File: config.mk
export PLATFORM = sky130hd
export DESIGN_NAME = mips_muldiv_unit
export DESIGN_NICKNAME = d
export VERILOG_FILES = /design/src/rtl/mips_pkg.sv /design/src/rtl/mips_muldiv_signfix.sv /design/src/rtl/mips_muldiv_unit.sv
export SDC_FILE = /design/constraint.sdc
export NUM_CORES = 1
export LEC_CHECK = 0
export ABC_AREA = 1
export BUFFER_PORTS_ARGS = -buffer_cell sky130_fd_sc_hd__clkbuf_2
export CAP_MARGIN = 20
export CORE_ASPECT_RATIO = 0.5
export CORE_UTILIZATION = 55
export DETAILED_ROUTE_END_ITERATION = 8
export PLACE_DENSITY_LB_ADDON = 0.25
export REMOVE_ABC_BUFFERS = 1
export SETUP_SLACK_MARGIN = 0.3
export SYNTH_ARGS = -nofsm -noshare
export SYNTH_HDL_FRONTEND = slang
export SYNTH_SLANG_ARGS = --single-unit
export TNS_END_PERCENT = 1
File: constraint.sdc
create_clock -name clk -period 2.6 [get_ports clk]
set_clock_uncertainty 0.05 [all_clocks]
set_input_delay 0.52 -clock clk [delete_from_list [all_inputs] [get_ports clk]]
set_output_delay 0.52 -clock clk [all_outputs]
set_load 0.01 [all_outputs]
File: src/rtl/mips_pkg.sv
// Shared constants and types for the MIPS multiply/divide unit.
// Build macro MIPS_MULDIV_DIV_EN enables the divider datapath.
package mips_pkg;

  localparam logic [5:0] FUNCT_MULT  = 6'h18;
  localparam logic [5:0] FUNCT_MULTU = 6'h19;
  localparam logic [5:0] FUNCT_DIV   = 6'h1A;
  localparam logic [5:0] FUNCT_DIVU  = 6'h1B;

  typedef enum logic [1:0] {
    OP_MULTU = 2'd0,
    OP_MULT  = 2'd1,
    OP_DIVU  = 2'd2,
    OP_DIV   = 2'd3
  } op_e;

  typedef enum logic [1:0] {
    IDLE = 2'd0,
    CALC = 2'd1,
    FIX  = 2'd2,
    DONE = 2'd3
  } state_e;

  function automatic logic op_is_div(
    input logic [1:0] op
  );
    return op[1];
  endfunction

  function automatic logic op_is_signed(
    input logic [1:0] op
  );
    return op[0];
  endfunction

endpackage

File: src/rtl/mips_muldiv_signfix.sv
// Magnitude/sign conversion for operands entering and results leaving
// the multiply/divide unit (pure combinational).
module mips_muldiv_signfix
  import mips_pkg::*;
#(
  parameter int WIDTH = 32
) (
  input  logic               sgn,
  input  logic [WIDTH-1:0]   rs_val,
  input  logic [WIDTH-1:0]   rt_val,
  output logic [WIDTH-1:0]   rs_abs,
  output logic [WIDTH-1:0]   rt_abs,
  output logic               rs_neg,
  output logic               rt_neg,
  input  logic [2*WIDTH-1:0] acc,
  input  logic               is_div,
  input  logic               res_neg,
  input  logic               rem_neg,
  output logic [WIDTH-1:0]   fix_hi,
  output logic [WIDTH-1:0]   fix_lo
);

  logic [2*WIDTH-1:0] prod;
  logic [WIDTH-1:0]   quot;
  logic [WIDTH-1:0]   rem;

  assign rs_neg = sgn & rs_val[WIDTH-1];
  assign rt_neg = sgn & rt_val[WIDTH-1];

  // |MIN| wraps back to MIN, which is the correct unsigned magnitude
  assign rs_abs = rs_neg ? -rs_val : rs_val;
  assign rt_abs = rt_neg ? -rt_val : rt_val;

  assign prod = res_neg ? -acc : acc;
  assign quot = res_neg ? -acc[WIDTH-1:0] : acc[WIDTH-1:0];
  assign rem  = rem_neg ? -acc[2*WIDTH-1:WIDTH]
                        : acc[2*WIDTH-1:WIDTH];

  assign fix_hi = is_div ? rem  : prod[2*WIDTH-1:WIDTH];
  assign fix_lo = is_div ? quot : prod[WIDTH-1:0];

endmodule

File: src/rtl/mips_muldiv_unit.sv
// Iterative MULT/MULTU/DIV/DIVU unit writing HI/LO, one bit per cycle.
// Divider present only when MIPS_MULDIV_DIV_EN is defined.
module mips_muldiv_unit
  import mips_pkg::*;
#(
  parameter int WIDTH = 32,
  localparam int CNT_W = $clog2(WIDTH + 1)
) (
  input  logic             clk,
  input  logic             rst_n,
  input  logic             in_valid,
  output logic             in_ready,
  input  logic [1:0]       op,
  input  logic [WIDTH-1:0] rs_val,
  input  logic [WIDTH-1:0] rt_val,
  input  logic             flush,
  output logic             out_valid,
  input  logic             out_ready,
  output logic [WIDTH-1:0] hi,
  output logic [WIDTH-1:0] lo,
  output logic             busy,
  output logic             div_by_zero
);

  localparam logic [1:0] S_IDLE = IDLE;
  localparam logic [1:0] S_CALC = CALC;
  localparam logic [1:0] S_FIX  = FIX;
  localparam logic [1:0] S_DONE = DONE;

  logic [1:0]         state;
  logic [CNT_W-1:0]   cnt;
  logic [2*WIDTH-1:0] acc;
  logic [2*WIDTH-1:0] step;
  logic [WIDTH-1:0]   opnd;
  logic [WIDTH-1:0]   hi_q;
  logic [WIDTH-1:0]   lo_q;
  logic               dbz_q;
  logic               res_neg;

  logic [WIDTH-1:0]   rs_abs;
  logic [WIDTH-1:0]   rt_abs;
  logic               rs_neg;
  logic               rt_neg;
  logic [WIDTH-1:0]   fix_hi;
  logic [WIDTH-1:0]   fix_lo;
  logic [WIDTH:0]     mul_sum;

`ifdef MIPS_MULDIV_DIV_EN
  logic               is_div;
  logic               rem_neg;
  logic               dbz_op;
  logic [2*WIDTH:0]   div_sh;
  logic [WIDTH:0]     div_rem;
  logic [WIDTH:0]     div_diff;
  logic               div_ok;
`endif

  mips_muldiv_signfix #(
    .WIDTH(WIDTH)
  ) u_signfix (
    .sgn     (op_is_signed(op)),
    .rs_val  (rs_val),
    .rt_val  (rt_val),
    .rs_abs  (rs_abs),
    .rt_abs  (rt_abs),
    .rs_neg  (rs_neg),
    .rt_neg  (rt_neg),
    .acc     (acc),
`ifdef MIPS_MULDIV_DIV_EN
    .is_div  (is_div),
    .rem_neg (rem_neg),
`else
    .is_div  (1'b0),
    .rem_neg (1'b0),
`endif
    .res_neg (res_neg),
    .fix_hi  (fix_hi),
    .fix_lo  (fix_lo)
  );

  // Shift-add keeps the multiplier in acc low half, product grows from top
  always_comb begin
    mul_sum = {1'b0, acc[2*WIDTH-1:WIDTH]}
            + {1'b0, (acc[0] ? opnd : {WIDTH{1'b0}})};
    step    = {mul_sum, acc[WIDTH-1:1]};
`ifdef MIPS_MULDIV_DIV_EN
    div_sh   = {acc, 1'b0};
    div_rem  = div_sh[2*WIDTH:WIDTH];
    div_diff = div_rem - {1'b0, opnd};
    div_ok   = ~div_diff[WIDTH];
    if (is_div) begin
      step = {(div_ok ? div_diff[WIDTH-1:0]
                      : div_rem[WIDTH-1:0]),
              div_sh[WIDTH-1:1], div_ok};
    end
`endif
  end

  always_ff @(posedge clk or negedge rst_n) begin
    if (!rst_n) begin
      state   <= S_IDLE;
      cnt     <= '0;
      acc     <= '0;
      opnd    <= '0;
      hi_q    <= '0;
      lo_q    <= '0;
      dbz_q   <= 1'b0;
      res_neg <= 1'b0;
`ifdef MIPS_MULDIV_DIV_EN
      is_div  <= 1'b0;
      rem_neg <= 1'b0;
      dbz_op  <= 1'b0;
`endif
    end else if (flush) begin
      state <= S_IDLE;
    end else begin
      unique case (state)
        S_IDLE: begin
          if (in_valid) begin
`ifdef MIPS_MULDIV_DIV_EN
            state   <= S_CALC;
            cnt     <= CNT_W'(WIDTH);
            is_div  <= op_is_div(op);
            res_neg <= rs_neg ^ rt_neg;
            rem_neg <= rs_neg;
            dbz_op  <= op_is_div(op) && (rt_val == '0);
            if (op_is_div(op)) begin
              opnd <= rt_abs;
              acc  <= {{WIDTH{1'b0}}, rs_abs};
            end else begin
              opnd <= rs_abs;
              acc  <= {{WIDTH{1'b0}}, rt_abs};
            end
`else
            // No divider: divides finish at once as illegal ops
            if (op_is_div(op)) begin
              state <= S_DONE;
              dbz_q <= 1'b1;
            end else begin
              state   <= S_CALC;
              cnt     <= CNT_W'(WIDTH);
              res_neg <= rs_neg ^ rt_neg;
              opnd    <= rs_abs;
              acc     <= {{WIDTH{1'b0}}, rt_abs};
            end
`endif
          end
        end
        S_CALC: begin
          if (cnt == '0) begin
            state <= S_FIX;
          end else begin
            cnt <= cnt - 1'b1;
            acc <= step;
          end
        end
        S_FIX: begin
          state <= S_DONE;
          hi_q  <= fix_hi;
`ifdef MIPS_MULDIV_DIV_EN
          lo_q  <= dbz_op ? {WIDTH{1'b1}} : fix_lo;
          dbz_q <= dbz_op;
`else
          lo_q  <= fix_lo;
          dbz_q <= 1'b0;
`endif
        end
        S_DONE: begin
          if (out_ready) begin
            state <= S_IDLE;
          end
        end
      endcase
    end
  end

  assign in_ready    = (state == S_IDLE);
  assign busy        = (state != S_IDLE);
  assign out_valid   = (state == S_DONE);
  assign hi          = hi_q;
  assign lo          = lo_q;
  assign div_by_zero = dbz_q;

endmodule

==> results.md <==
* Fin cells at about 2600
* Layout Nets at around 2400
* Die Area at 24800 sq um
* FF-to-FF End: hi[12]
* HPWL Detailed at 32230 um
* Routed len/inst at 16.05 um
* Largest fanout on the critical path at 33
* Fin util at 65.72%
* Yosys top cell by area: dfrtp_1
* DRC violations left at 0
* Run status: finished, final reports clean
* Synthesized cell area at 13280 sq um
* CP delay by family, top: simple AND/OR/NAND/NOR gates
* First-pass GRT wire length at 67000 um
* CP Launch Type: flip-flop
* Total power at roughly 18 mW
* Final period utilization at roughly 87%
* Share of layout cells above drive strength 1 at between 10 and 15%
* Slew @ Worst Pin at 0.6709 ns
* Initial Util at a little under three fifths
* Largest net degree at the start of global routing at between 80 and 90
* ANT nets after route at 0
* GPL Wtd Cong at 0.9826
* Final hold slack at roughly 0.29 ns
* CTS tree: done
* R2r setup slk at approximately 0.34 ns
* DR vias/cell at 5.488
* Endpoint, Worst Hold: state[1]
* Min cycle time layout at 2.261 ns
* Worst Path Class, Setup: flip-flop to flip-flop
* Hold path startpoint: flush
* Max-cap violations at 0
* # H-tree levels at 4
* Chip Height at 111.9 um
* Leak pwr at around 8.1 nW
* Total GRT Usage at 34.03%
* Synth Instances at 2119
* Slew Limit Fails at 0
* DRT Pass-1 Iters at 5
* Clock-pin slew on the worst setup and hold paths at 0.07 ns
* Mean Syn Cell Area at 6.265 sq um
* Pwr Density at 1153 nW/um^2
* Crit-path cells: buf_12, inv_2, ha_1, nand2_1, nor2_2, nand2_2, nand2_4, nand2_4, nor2_4, nand3_1, nand3_1, nand2_1
* CORE AREA at 23230 sq um
* Yosys cell types at 48
* Reg2reg path depth at 12
* Hold WC Path Type: primary input to flip-flop
* YS warnings at 0
* Initial antenna violation count at 0
* Num CTS Buffers at 17
* Worst skew pair latency at around 0.46 ns
* WHS Path Cells at 2
* Global route total overflow at 0
* CP bufs+invs at 2
* Vias in the first global route at 13060
* F_max at 442.2 MHz
* Setup WS pre-CTS at between 0.2 and 0.3 ns
* Crit. End Element: flip-flop
* Setup violations, final at 0
* Syn-to-layout area delta at 14.99%
* Top post-synthesis cells by area: dfrtp_1, nand2_1, nor2_1, inv_1, nand3_1
* Slowest stage delay, CP at about 0.4 ns
* Clk buf depth at 2
* Worst VDD drop at 751.9 uV
* Final Hold Violating Endpoints at 0
* Crit path DAT at 2.55 ns
* Post-synth top area share at 32.05%
* IO Port Bufs at 138
* CP max stage cell: dfrtp_1
* CP Launch Point: acc[0]
* RSZ-0062 raised after global routing: true
* I/O Pins at ~140
* DRT Wirelength at 41250 um
* Register area share after synthesis at 32.05%
* Slew HR at between 50% and 60%
* Final worst setup slack at 0.3385 ns
* Post-CTS setup buffer count at 0
* DR vias at 14110
* Die W at about 220 um
* Clk sink count at 170
* Required @ worst endpoint at 2.89 ns
* Worst R2R Start: acc[0]
* Clock Root Buffer: clkbuf_16
* Initial DRC Count at 1519
* Placed Cells at 2537
* Row cnt at 39
* #FFs+latches synth at 170
* Ant. Diodes at 0
==> layout make-up <==
cell class,count,area (sq um)
clock buffers,19,442.9
clock inverters,13,138.9
fillers,2174,7963
inverters,249,938.4
multi-input cells,1645,8075
flip-flops and latches,170,4255
well taps,307,384.1
repair buffers,168,1030
==> Yosys cell counts, drive strengths merged <==
cell type / instances
nand2: 801
nor2: 275
inv: 249
dfrtp: 170
nand3: 164
o21ai: 116
a21oi: 48
xor2: 48
ha: 41
buf: 32
a22oi: 24
clkbuf: 23
nand4: 23
nor3: 15
nand3b: 14
xnor2: 13
o22ai: 10
a31oi: 9
o21bai: 7
or2: 7
nor4: 6
o211ai: 5
o221ai: 5
and2: 4
a21o: 2
o31ai: 2
a21boi: 1
a311oi: 1
and3: 1
fa: 1
nor3b: 1
o21a: 1
==> through the flow <==
stage / cell area [sq um] / TNS, ns
floorplan: 13000 / -32.83
global placement: 14400 / 0
detailed placement: 14400 / 0
CTS: 14990 / 0
global route: 15260 / 0
finish: 15260 / 0
==> layout by cell type (no fill, tap or decap), types with 4 or more instances in the layout <==
cell	count
nand2_1	778
nor2_1	258
inv_1	241
dfrtp_1	169
nand3_1	157
clkbuf_2	137
o21ai_0	106
xor2_1	48
a21oi_1	45
a22oi_1	24
nand4_1	23
buf_4	21
ha_1	20
nand2_2	18
clkbuf_16	18
nor2_2	15
nor3_1	14
nand3b_1	14
xnor2_1	13
ha_2	11
o22ai_1	10
ha_4	10
a31oi_1	9
o21bai_1	7
nand3_2	7
buf_12	7
inv_2	6
o21ai_1	6
nand2_4	5
clkinv_2	5
o211ai_1	5
o221ai_1	5
inv_6	5
or2_2	4
==> worst max path at each step <==
| stage | to | slack (ns) | cells past startpoint |
|---|---|---|---|
| 6_report | hi[12] | 0.34 | 12 |
| 5_1_grt | acc[58] | 0.17 | 13 |
| 4_1_cts | acc[56] | 0.29 | 13 |
| 3_5_place_dp | acc[60] | 0.29 | 14 |
| 3_3_place_gp | acc[56] | 0.24 | 13 |
| 2_1_floorplan | acc[51] | -0.37 | 11 |
==> logic make-up after synthesis <==
family	after synthesis	synth area share (%)
XOR/XNOR	61	4.024
AO/OA/AOI/OAI	231	10.08
buffers and inverters	304	9.086
flip-flops	170	32.05
AND/OR/NAND/NOR	1311	40.75
adder cells (fa/ha/maj)	42	4.015
==> where the power goes <==
group,switching [mW],internal [mW],leakage [nW],total [mW]
logic,6.36,3.47,5.72,9.84
registers,1.33,3.85,2.14,5.18
clock network,1.13,1.45,0.285,2.58
total,8.82,8.77,8.14,17.6
==> flip-flops by register name, indices dropped and copies added, names as in the netlist <==
signal       cells
state            2
acc             64
lo              32
res_neg          1
div_by_zero      1
hi              32
opnd            32
cnt              6
==> worst register-to-register path: cells and delay by family (launching register included) <==
kind	cells	cell delay, ns
buffers and inverters	2	0.31
flip-flops	1	0.41
adder cells (fa/ha/maj)	1	0.27
AND/OR/NAND/NOR	9	1.13
==> routing by layer <==
layer / GRT usage (%) / up-vias / part of all wire, %
met1: 48.11 / 6419 / 45
li1: - / 6980 / -
met4: 10.74 / 0 / 2.4
met5: 0 / - / 0
met3: 5.701 / 88 / 8.8
met2: 53.35 / 622 / 43
==> what timing repair did <==
action,4_1_cts,5_1_grt
endpoints found under the hold margin,40,0
hold buffers,1,0
gates resized for setup,1,54
pin swaps,0,4
gates cloned,0,1
endpoints found under the setup margin,3,71
No activity file was read; power rests on OpenSTA's default activity.
